===== src/rtl/led_seq_ctrl.sv =====
// led_seq_ctrl: four-channel LED sequencer (off/on/blink/counted burst) sharing one prescaler tick
module led_seq_ctrl #(
    parameter int CLK_HZ  = 50000000,
    parameter int TICK_HZ = 10,
    parameter int PERIOD  = 5
) (
    input  logic       clk_50M,
    input  logic       rst_n,
    input  logic       cmd_valid,
    output logic       cmd_ready,
    input  logic [1:0] cmd_ch,
    input  logic [1:0] cmd_mode,
    input  logic [3:0] cmd_count,
    output logic [3:0] led_n,
    output logic [3:0] busy,
    output logic [3:0] done
);
    localparam int DIV = CLK_HZ / TICK_HZ;
    localparam int PW  = DIV > 1 ? $clog2(DIV) : 1;
    localparam int HW  = PERIOD > 1 ? $clog2(PERIOD) : 1;
    typedef enum logic [1:0] {OFF, ON, BLINK, BURST} mode_t;
    mode_t          mode [4];
    mode_t          cm;
    logic [HW-1:0]  phase [4];
    logic [3:0]     rem [4];
    logic [3:0]     lit;
    logic [PW-1:0]  pre;
    logic           tick, acc, nz;
    assign tick  = pre == PW'(DIV - 1);
    assign acc   = cmd_valid && cmd_ready;
    assign cm    = mode_t'(cmd_mode);
    assign nz    = cmd_count != 4'd0;
    assign led_n = ~lit;
    always_ff @(posedge clk_50M or negedge rst_n) begin
        if (!rst_n) begin
            pre       <= '0;
            cmd_ready <= 1'b1;
            lit       <= '0;
            busy      <= '0;
            done      <= '0;
            for (int i = 0; i < 4; i++) begin
                mode[i]  <= OFF;
                phase[i] <= '0;
                rem[i]   <= '0;
            end
        end else begin
            pre       <= tick ? '0 : pre + PW'(1);
            cmd_ready <= !acc;
            done      <= '0;
            for (int i = 0; i < 4; i++) begin
                if (acc && cmd_ch == 2'(i)) begin
                    // a zero-count burst degenerates to OFF
                    phase[i] <= '0;
                    mode[i]  <= (cm == BURST && !nz) ? OFF : cm;
                    lit[i]   <= cm != OFF && (cm != BURST || nz);
                    rem[i]   <= cmd_count;
                    busy[i]  <= cm == BURST && nz;
                end else if (tick && (mode[i] == BLINK || mode[i] == BURST)) begin
                    if (phase[i] != HW'(PERIOD - 1)) begin
                        phase[i] <= phase[i] + HW'(1);
                    end else begin
                        phase[i] <= '0;
                        if (mode[i] == BLINK) begin
                            lit[i] <= ~lit[i];
                        end else if (lit[i]) begin
                            lit[i] <= 1'b0;
                            rem[i] <= rem[i] - 4'd1;
                        end else if (rem[i] != 4'd0) begin
                            lit[i] <= 1'b1;
                        end else begin
                            mode[i] <= OFF;
                            busy[i] <= 1'b0;
                            done[i] <= 1'b1;
                        end
                    end
                end
            end
        end
    end
endmodule


===== config.mk =====
export PLATFORM = sky130hd
export DESIGN_NAME = led_seq_ctrl
export DESIGN_NICKNAME = d
export VERILOG_FILES = /design/src/rtl/led_seq_ctrl.sv
export SDC_FILE = /design/constraint.sdc
export NUM_CORES = 1
export LEC_CHECK = 0
export CAP_MARGIN = 10
export CORE_AREA = 2 2 96 98
export CTS_BUF_LIST = sky130_fd_sc_hd__clkbuf_8 sky130_fd_sc_hd__clkbuf_16
export DETAILED_ROUTE_END_ITERATION = 7
export DIE_AREA = 0 0 98 100
export GPL_TIMING_DRIVEN = 1
export PLACE_DENSITY = 0.69
export SLEW_MARGIN = 20
export SYNTH_ARGS = -nofsm -noshare
export SYNTH_HDL_FRONTEND = slang
export SYNTH_SLANG_ARGS = --single-unit

===== constraint.sdc =====
create_clock -name clk_50M -period 4.89 [get_ports clk_50M]
set_clock_uncertainty 0.1 [all_clocks]
set_input_delay 0.978 -clock clk_50M [delete_from_list [all_inputs] [get_ports clk_50M]]
set_output_delay 0.978 -clock clk_50M [all_outputs]
set_load 0.01 [all_outputs]

======== Yosys cells after proc, flatten, opt, wreduce, memory -nomap -nowiden ========
Index checks and enable logic that the tools add are counted.
cells by class
  multiplexer cells ....................... 130
  reductions and logical operators ........ 46
  $add $sub $neg .......................... 9
  bitwise operators ....................... 5
  eq/ne operators ......................... 34
operators with widths
  cell                                                                   count
  4-bit two-way mux                                                      20
  1-bit two-way mux                                                      72
  2-bit two-way mux                                                      25
  3-bit two-way mux                                                      12
  2-bit != test, second input constant                                   13
  23-bit by 1-bit adder with 23-bit output, second input constant        1
  23-bit equality test, second input constant                            1
  23-bit two-way mux                                                     1
  2-bit equality test, second input constant                             11
  5-bit AND reduction                                                    4
  4-bit nonzero test                                                     5
  2-bit nonzero test                                                     9
  4-bit AND reduction                                                    4
  4-bit by 1-bit subtractor with 4-bit output, second input constant     4
  3-bit by 1-bit adder with 3-bit output, second input constant          4
  1-bit logical AND                                                      12
  3-bit != test, second input constant                                   4
  2-bit by 1-bit != test with 1-bit output, second input constant        4
  2-bit AND reduction                                                    4
  1-bit logical OR                                                       5
  1-bit NOT                                                              4
  4-bit NOT                                                              1
  2-bit by 1-bit equality test with 1-bit output, second input constant  1
  1-bit logical NOT                                                      2
  2-bit logical NOT                                                      1
storage, ports and cells
  output and inout port bits .............. 13
  register bits ........................... 72
  bits of input ports ..................... 11

======== Depth between registers and ports, before layout ========
Gate-level depths: netlist of run 1.
  word-level depth ........................ 7
  depth in mapped cells ................... 7

======== Least setup slack after synthesis of run 1 ========
Ideal clock, no wire load.
  path kind ............................... input port to flip-flop
  from .................................... input port cmd_count[2]
  to ...................................... register lit[0]
  cell stages on the path ................. 5
  library setup time ...................... 152 ps
  slack ................................... 2515 ps
  path buffers ............................ 0
  arrival ................................. 2124 ps
  path through ............................ or4_1 o21ai_1 o21ai_0 nand2_1 o21ai_1
on the way
  cells in the longest elaborated chain, start to end .. 4
RTL lines
  what                           line  text
  start, declared                13    input logic [3:0] cmd_count,
  4-bit nonzero test             32    assign nz = cmd_count != 4'd0;
  1-bit logical OR               55    lit[i] <= cm != OFF && (cm != BURST || nz);
  1-bit logical AND              55
  1-bit two-way mux              51    if (acc && cmd_ch == 2'(i)) begin
  end signal, assigned by index  55
  end signal, assigned by index  64    lit[i] <= ~lit[i];
  end, declared                  26    logic [3:0] lit;
Every way passes these cells.
A chain may end at the register's enable or synchronous reset.

======== Worst setup path in the final report of run 1 ========
  from .................................... register pre[15]
  to ...................................... register mode[4] in the netlist's numbering
on the way
  cells in the longest elaborated chain, start to end .. 4
RTL lines
  what                           line  text
  start, declared                27    logic [PW-1:0] pre;
  start signal, assigned         47    pre <= tick ? '0 : pre + PW'(1);
  23-bit equality test           29    assign tick = pre == PW'(DIV - 1);
  1-bit logical AND              58    end else if (tick && (mode[i] == BLINK || mode[i] == BURST)) begin
  2-bit nonzero test (no line)   -
  5-bit AND reduction (no line)  -
  end signal, assigned by index  54    mode[i] <= (cm == BURST && !nz) ? OFF : cm;
  end, declared                  22    mode_t mode [4];
Every way passes these cells.

==> results.md, run 1 <==
* Number of core rows at 35
* Post-placement worst setup slack at 1.75 ns
* Buffers from clock root to sink, at most at 2
* Power share of the combinational group at 14.6%
* Clock net sink count at 72
* Proportion of layout cells with a drive suffix above 1 at 8.51%
* Worst IR drop on VDD at 0.150 mV
* Final critical delay including setup and external delays at 2.94 ns
* Final nets at ~450
* Summed instance area of the synthesized netlist at 3850 um^2
* Number of nets with antenna violations after routing at 0
* Power share of the sequential group at 48.5%
* Critical-path cell with the highest stage delay: sky130_fd_sc_hd__nor4_4
* Share of total power consumed by net switching at 27.0%
* Die height at 100 um
* Area added between synthesis and finish at 14.2%
* Count of mapped cells out of synthesis at 405
* Fraction of registers with async set or reset after synthesis at 100%
* Half-perimeter wire length after placement at 6350 um
* Ant. Diodes at 0
* Number of antenna violations at the first check in global routing at 0
* Via-per-instance ratio at 5.51
* Most common library cell in the layout ignoring fill and taps: sky130_fd_sc_hd__dfrtp_1
* List of cells traversed by the critical path: or4b_4, nor4_4, and2_1, nand4_1, a31o_1
* Clock tree from TritonCTS: built
* Clock-pin slew of the registers on the worst-case setup and hold paths at around 0.08 ns
* Max-capacitance violation count at 0
* Type of element capturing the critical path: flip-flop
* Total vias in the final route at 3007
* Total congestion overflow after global routing at 0
* Total count of max-transition violations in the final report at 0
* Internal power at approximately 0.0010 W
* Overall Power at 0.00144 W
* Number of synthesized register bits at about 70
* Total net switching power at 0.000388 W
* Number of levels in the clock H-tree at 3
* Share of Yosys cell area claimed by the top area cell type at between 40% and 50%
* Arrival time at the worst endpoint at 3.08 ns
* Register area share after synthesis at between 40 and 50%
* Critical path start-end classification: flip-flop to flip-flop
* Router iterations before antenna repair at 4
* Primary FF master, synth: sky130_fd_sc_hd__dfrtp_1
* Pwr dens at 327 nW/um^2
* Outcome: finished clean
* Storage cell area at ~1800 um^2
* Portion of the clock cycle consumed by the worst path in the final layout at about three fifths
* Post-synthesis cell type count at 50
* Final routed wire length divided by cell count at 16.0 um
* Leading cell types by total area after synthesis: sky130_fd_sc_hd__dfrtp_1 (46%), sky130_fd_sc_hd__nand2_1 (5.1%), sky130_fd_sc_hd__xnor2_1 (4.3%), sky130_fd_sc_hd__ha_1 (4.2%), sky130_fd_sc_hd__nand4_1 (3.7%)
* Transition at the pin with the smallest max-transition slack at approximately 0.89 ns
* Full die area at 9800 um^2
* Number of clock buffers inserted by TritonCTS at 9
* Initial cell density of the core at 43.3%
* Synthesized Nets at 429
* Total length of routed wires at 8740 um
* Sum of buffers and inverters on the critical path at 0
* Final count of hold timing violations at 0
* Boundary Pins at 24
* Count of synthesis-stage warnings from yosys at 0
* CTS-repair resized insts at 0
* Library cell with the largest summed area after synthesis: sky130_fd_sc_hd__dfrtp_1
* Wire length of the first global-routing pass at 14900 um
* Total core area at 8890 um^2
* Critical path required time at 5.03 ns
* FILL cells at 806
* Number of buffers added for setup after CTS at 0
* Mean cell area of the mapped netlist at 9.51 um^2
* Clock root cell: sky130_fd_sc_hd__clkbuf_8
* Hold-fix buffers at CTS at 0
* Count of routing violations after the opening detailed-route iteration at ~130
* Worst hold slack across all endpoints at around 0.38 ns
* Slowest Stage Delay on Critical Path at 0.68 ns
* Top delay family on crit path: simple AND/OR/NAND/NOR gates
* RSZ-0062 raised after global routing: false
* Area of combinational cells with multiple inputs at approximately 1900 um^2
* Total of buffers placed on input and output ports at 23
* Highest-count cells in the layout ignoring fill and taps: sky130_fd_sc_hd__dfrtp_1 (71), sky130_fd_sc_hd__nand2_1 (52), sky130_fd_sc_hd__nor2_1 (35)
* Via count of the first global-routing pass at 3037
* Worst rel slew slack at between 40 and 50%
* Reported leakage power at roughly 1.9 nW
* Number of failing setup endpoints in the final timing report at 0
* Min setup slack post-route at 1.95 ns
* Clock latency at the later pin of the worst-skew pair at between 0.3 and 0.4 ns
* Setup TNS at 0 ns
* Number of enable flip-flop cells after synthesis at 0
* Routability cong. at 0.989
* Chip width at 98 um
* GRT Overall Usage at 18.9%
* Remaining routing DRC violations at 0
* Clock group share of total power at 36.9%
* Worst min-delay path category: flip-flop to flip-flop
* Critical Path Start Type: flip-flop
* Peak fanout along the critical path at 14
* Peak Freq at 0.340 GHz
* Maximum number of pins on one net before global-route repair at 42
[cells in the mapped netlist, drive strengths merged (5+ instances only)]
master	count
and3	7
o21ai	24
xor2	8
ha	13
nor4	6
nand4	23
a21oi	12
nand3	22
mux2	5
dfrtp	71
mux2i	8
clkbuf	7
and2	9
xnor2	19
nand2	52
o22ai	11
inv	24
nor2	35
nor3	11
[cell families (layout without fill, tap and decap cells)]
group           Yosys count  in the layout  synth area share (%)
compound gates           56             56                  8.29
mux                      13             13                  3.54
flops                    72             72                  46.8
fa+ha+maj                13             13                  4.22
xor+xnor                 27             27                  6.14
buf+inv                  35             65                  3.77
simple gates            189            189                  27.2
[state kept, by name, summed over array words and instances, names as in the netlist]
register   cells
mode           8
pre           23
lit            4
phase         12
busy           4
cmd_ready      1
done           4
rem           16
[power by group through the flow]
stage	logic, W	registers [W]	clock network (W)
after floorplan	0.000130	0.000697	0
after global placement	0.000207	0.000706	0
after detailed placement	0.000209	0.000707	0
after CTS	0.000211	0.000696	0.000536
after global routing	0.000237	0.000704	0.000560
final	0.000210	0.000697	0.000530
[through the flow]
step                cells  area, um^2  util (%)
floorplan             405        3850         -
global placement      530        4170      47.0
detailed placement    530        4170      47.0
CTS                   546        4400      49.5
global route          546        4400      49.5
finish                546        4400      49.5
[layout make-up]
cell class | count | share of cell area (%)
clock buffer | 10 | 3.13
timing repair buffer | 25 | 5.46
inverter | 24 | 2.05
clock inverter | 6 | 1.94
sequential | 72 | 41.0
multi-input combinational | 298 | 43.3
tap | 111 | 3.16
[worst register-to-register path, delay by kind of cell (launching register included)]
family             cells  cell delay, ns
AOI/OAI and AO/OA      1            0.25
DFF                    1            0.43
and+or+nand+nor        4            2.06
[path summary, 6_finish.rpt]
kind / startpoint / to / slack [ns] / depth (start not counted)
worst min-delay path: pre[19] / pre[19] / 0.38 / 1
worst max register to register: pre[15] / mode[4] / 1.95 / 5
min in group asynchronous: rst_n / pre[8] / 0.58 / 1
worst max-delay path: pre[15] / mode[4] / 1.95 / 5
max in group asynchronous: rst_n / phase[11] / 3.10 / 2
worst min register to register: pre[19] / pre[19] / 0.38 / 1
[metal layers]
layer / up-vias / share of wire (%) / routed length, um / GRT usage [%]
met5: - / 0 / 0 / 0
met4: 0 / 1.2 / 103 / 6.41
met3: 9 / 4.1 / 355 / 3.90
met2: 52 / 48 / 4150 / 30.6
met1: 1464 / 47 / 4120 / 25.4
li1: 1482 / - / - / -
(Power assumes the default switching activity.)
==> run 2, diff against run 1 <==
==> constraint.sdc (replaced) <==
create_clock -name clk_50M -period 2.88 [get_ports clk_50M]
set_clock_uncertainty 0.1 [all_clocks]
set_input_delay 0.576 -clock clk_50M [delete_from_list [all_inputs] [get_ports clk_50M]]
set_output_delay 0.576 -clock clk_50M [all_outputs]
set_load 0.01 [all_outputs]
==> run 2 against run 1 <==
Effect of this change: combinational power is 71% higher; count of clock-buffer cells in the layout is 2 higher; setup slack worse by 1.5 ns; first-iteration DRC count rose by 22%; critical path type unchanged; non-clock buffer count up 9; register-to-register slack worse by 1.5 ns; highest routed layer unchanged; core utilization is 0.96 points higher.
==> results.md, run 2 (synthesis gave the netlist of run 1 again) <==
* Count of routing violations after the opening detailed-route iteration at 164
* Setup TNS at 0 ns
* Maximum number of pins on one net before global-route repair at 38
* Worst min-delay path category: input pin to asynchronous set/reset pin
* RSZ-0062 raised after global routing: false
* Final instance count without filler cells at 555
* Total congestion overflow after global routing at 0
* Number of levels in the clock H-tree at 3
* Boundary Pins at 24
* Largest registers: pre x23, rem x16, phase x12
* Remaining routing DRC violations at 0
* Clock-pin slew of the registers on the worst-case setup and hold paths at approximately 0.080 ns
* Buffers from clock root to sink, at most at 2
* Pwr dens at 556 nW/um^2
* Critical Path Start Type: flip-flop
* Chip width at 98 um
* Number of antenna violations at the first check in global routing at 0
* Type of element capturing the critical path: flip-flop
* Max FFs per register at 23
* Half-perimeter wire length after placement at approximately 6300 um
* Total of buffers placed on input and output ports at 23
* Number of failing setup endpoints in the final timing report at 0
* Worst hold slack across all endpoints at 0.00925 ns
* Number of nets with antenna violations after routing at 0
* Total core area at between 8000 and 9000 um^2
* Register with the most flip-flops: pre
* Router iterations before antenna repair at 4
* Routability cong. at around 0.9
* Total vias in the final route at just over 3000
* Clock root cell: sky130_fd_sc_hd__clkbuf_8
* Most common library cell in the layout ignoring fill and taps: sky130_fd_sc_hd__dfrtp_1
* Portion of the clock cycle consumed by the worst path in the final layout at approximately 86%
* Total length of routed wires at 8740 um
* Highest-count cells in the layout ignoring fill and taps: sky130_fd_sc_hd__dfrtp_1 (71), sky130_fd_sc_hd__nand2_1 (52), sky130_fd_sc_hd__nor2_1 (35)
* Peak Freq at 0.404 GHz
* Max-capacitance violation count at 0
* Area of combinational cells with multiple inputs at about 1900 um^2
* Critical path start-end classification: flip-flop to flip-flop
* Die height at 100 um
* Count of placed standard cells including taps at 539
* Final routed wire length divided by cell count at 15.8 um
* Final core utilization at 50.4%
* Initial cell density of the core at 43.3%
* Outcome: finished clean
* Final nets at 463
* Wire length of the first global-routing pass at 14800 um
* Final critical delay including setup and external delays at 2.48 ns
* Peak fanout along the critical path at 10
* CTS-repair resized insts at 0
* Worst IR drop on VDD at roughly 0.33 mV
* Full die area at around 9800 um^2
* Area added between synthesis and finish at 16.4%
* Clock tree from TritonCTS: built
* Worst rel slew slack at 57.2%
* Hold-fix buffers at CTS at 0
* Number of core rows at 35
* Arrival time at the worst endpoint at 2.65 ns
* Clock net sink count at 72
* Number of buffers added for setup after CTS at 0
* Critical path required time at 3.06 ns
* Ant. Diodes at 0
* Total count of max-transition violations in the final report at 0
* Via-per-instance ratio at 5.55
* Via count of the first global-routing pass at 3086
* Area of placed instances at 4240 um^2
* Number of clock buffers inserted by TritonCTS at 9
* Proportion of layout cells with a drive suffix above 1 at 10.6%
* Final count of hold timing violations at 0
* Reported leakage power at roughly 1.9 nW
* Clock latency at the later pin of the worst-skew pair at 0.36 ns
* Transition at the pin with the smallest max-transition slack at 0.635 ns
* GRT Overall Usage at about a fifth
* FILL cells at 817
* Post-layout instance area at 4480 um^2
* Storage cell area at about 1800 um^2
run 2: per-layer routing:
layer,vias up,routed length (um),global-route usage (%)
met3,17,316,4.87
met4,0,185,6.41
met5,-,0,0
met1,1505,4030,24.9
li1,1503,-,-
met2,54,4220,31.5
run 2: path summary, 6_finish.rpt:
kind                       slack (ns)         to  cells past startpoint     from
max                              0.40  phase[10]                      8   pre[0]
min                             0.009     pre[4]                      1    rst_n
max reg2reg                      0.40  phase[10]                      8   pre[0]
min reg2reg                      0.38    pre[19]                      1  pre[19]
max in group asynchronous        1.86  cmd_ready                      2    rst_n
min in group clk_50M             0.38    pre[19]                      1  pre[19]
run 2: layout make-up:
cell class                 count  share of cell area, %
multi-input combinational    298                   42.4
sequential                    72                   40.2
timing repair buffer          34                   6.87
clock buffer                  12                   3.69
tap                          111                   3.10
inverter                      24                   2.01
clock inverter                 4                   1.68
run 2: metrics by stage:
stage	worst slack, ns	total power (W)
6_report	0.404	0.00249
5_1_grt	0.206	0.00262
4_1_cts	0.377	0.00251
3_5_place_dp	0.293	0.00156
3_3_place_gp	0.313	0.00154
2_1_floorplan	0.676	0.00140
run 2: critical path, stage by stage, from the launching register on:
cell                      delay (ns)
sky130_fd_sc_hd__dfrtp_1        0.42
sky130_fd_sc_hd__ha_1           0.24
sky130_fd_sc_hd__nand3_1        0.23
sky130_fd_sc_hd__nor4_4         0.38
sky130_fd_sc_hd__buf_4          0.22
sky130_fd_sc_hd__and2_1         0.38
sky130_fd_sc_hd__buf_4          0.22
sky130_fd_sc_hd__nand3_1        0.07
sky130_fd_sc_hd__a21oi_1        0.14
run 2: where the power goes:
part	internal [W]	switching [W]	total, W	leakage, nW
combinational	0.000168	0.000191	0.000359	0.881
sequential	0.00111	0.0000744	0.00118	0.932
clock	0.000559	0.000393	0.000952	0.115
total	0.00183	0.000659	0.00249	1.93
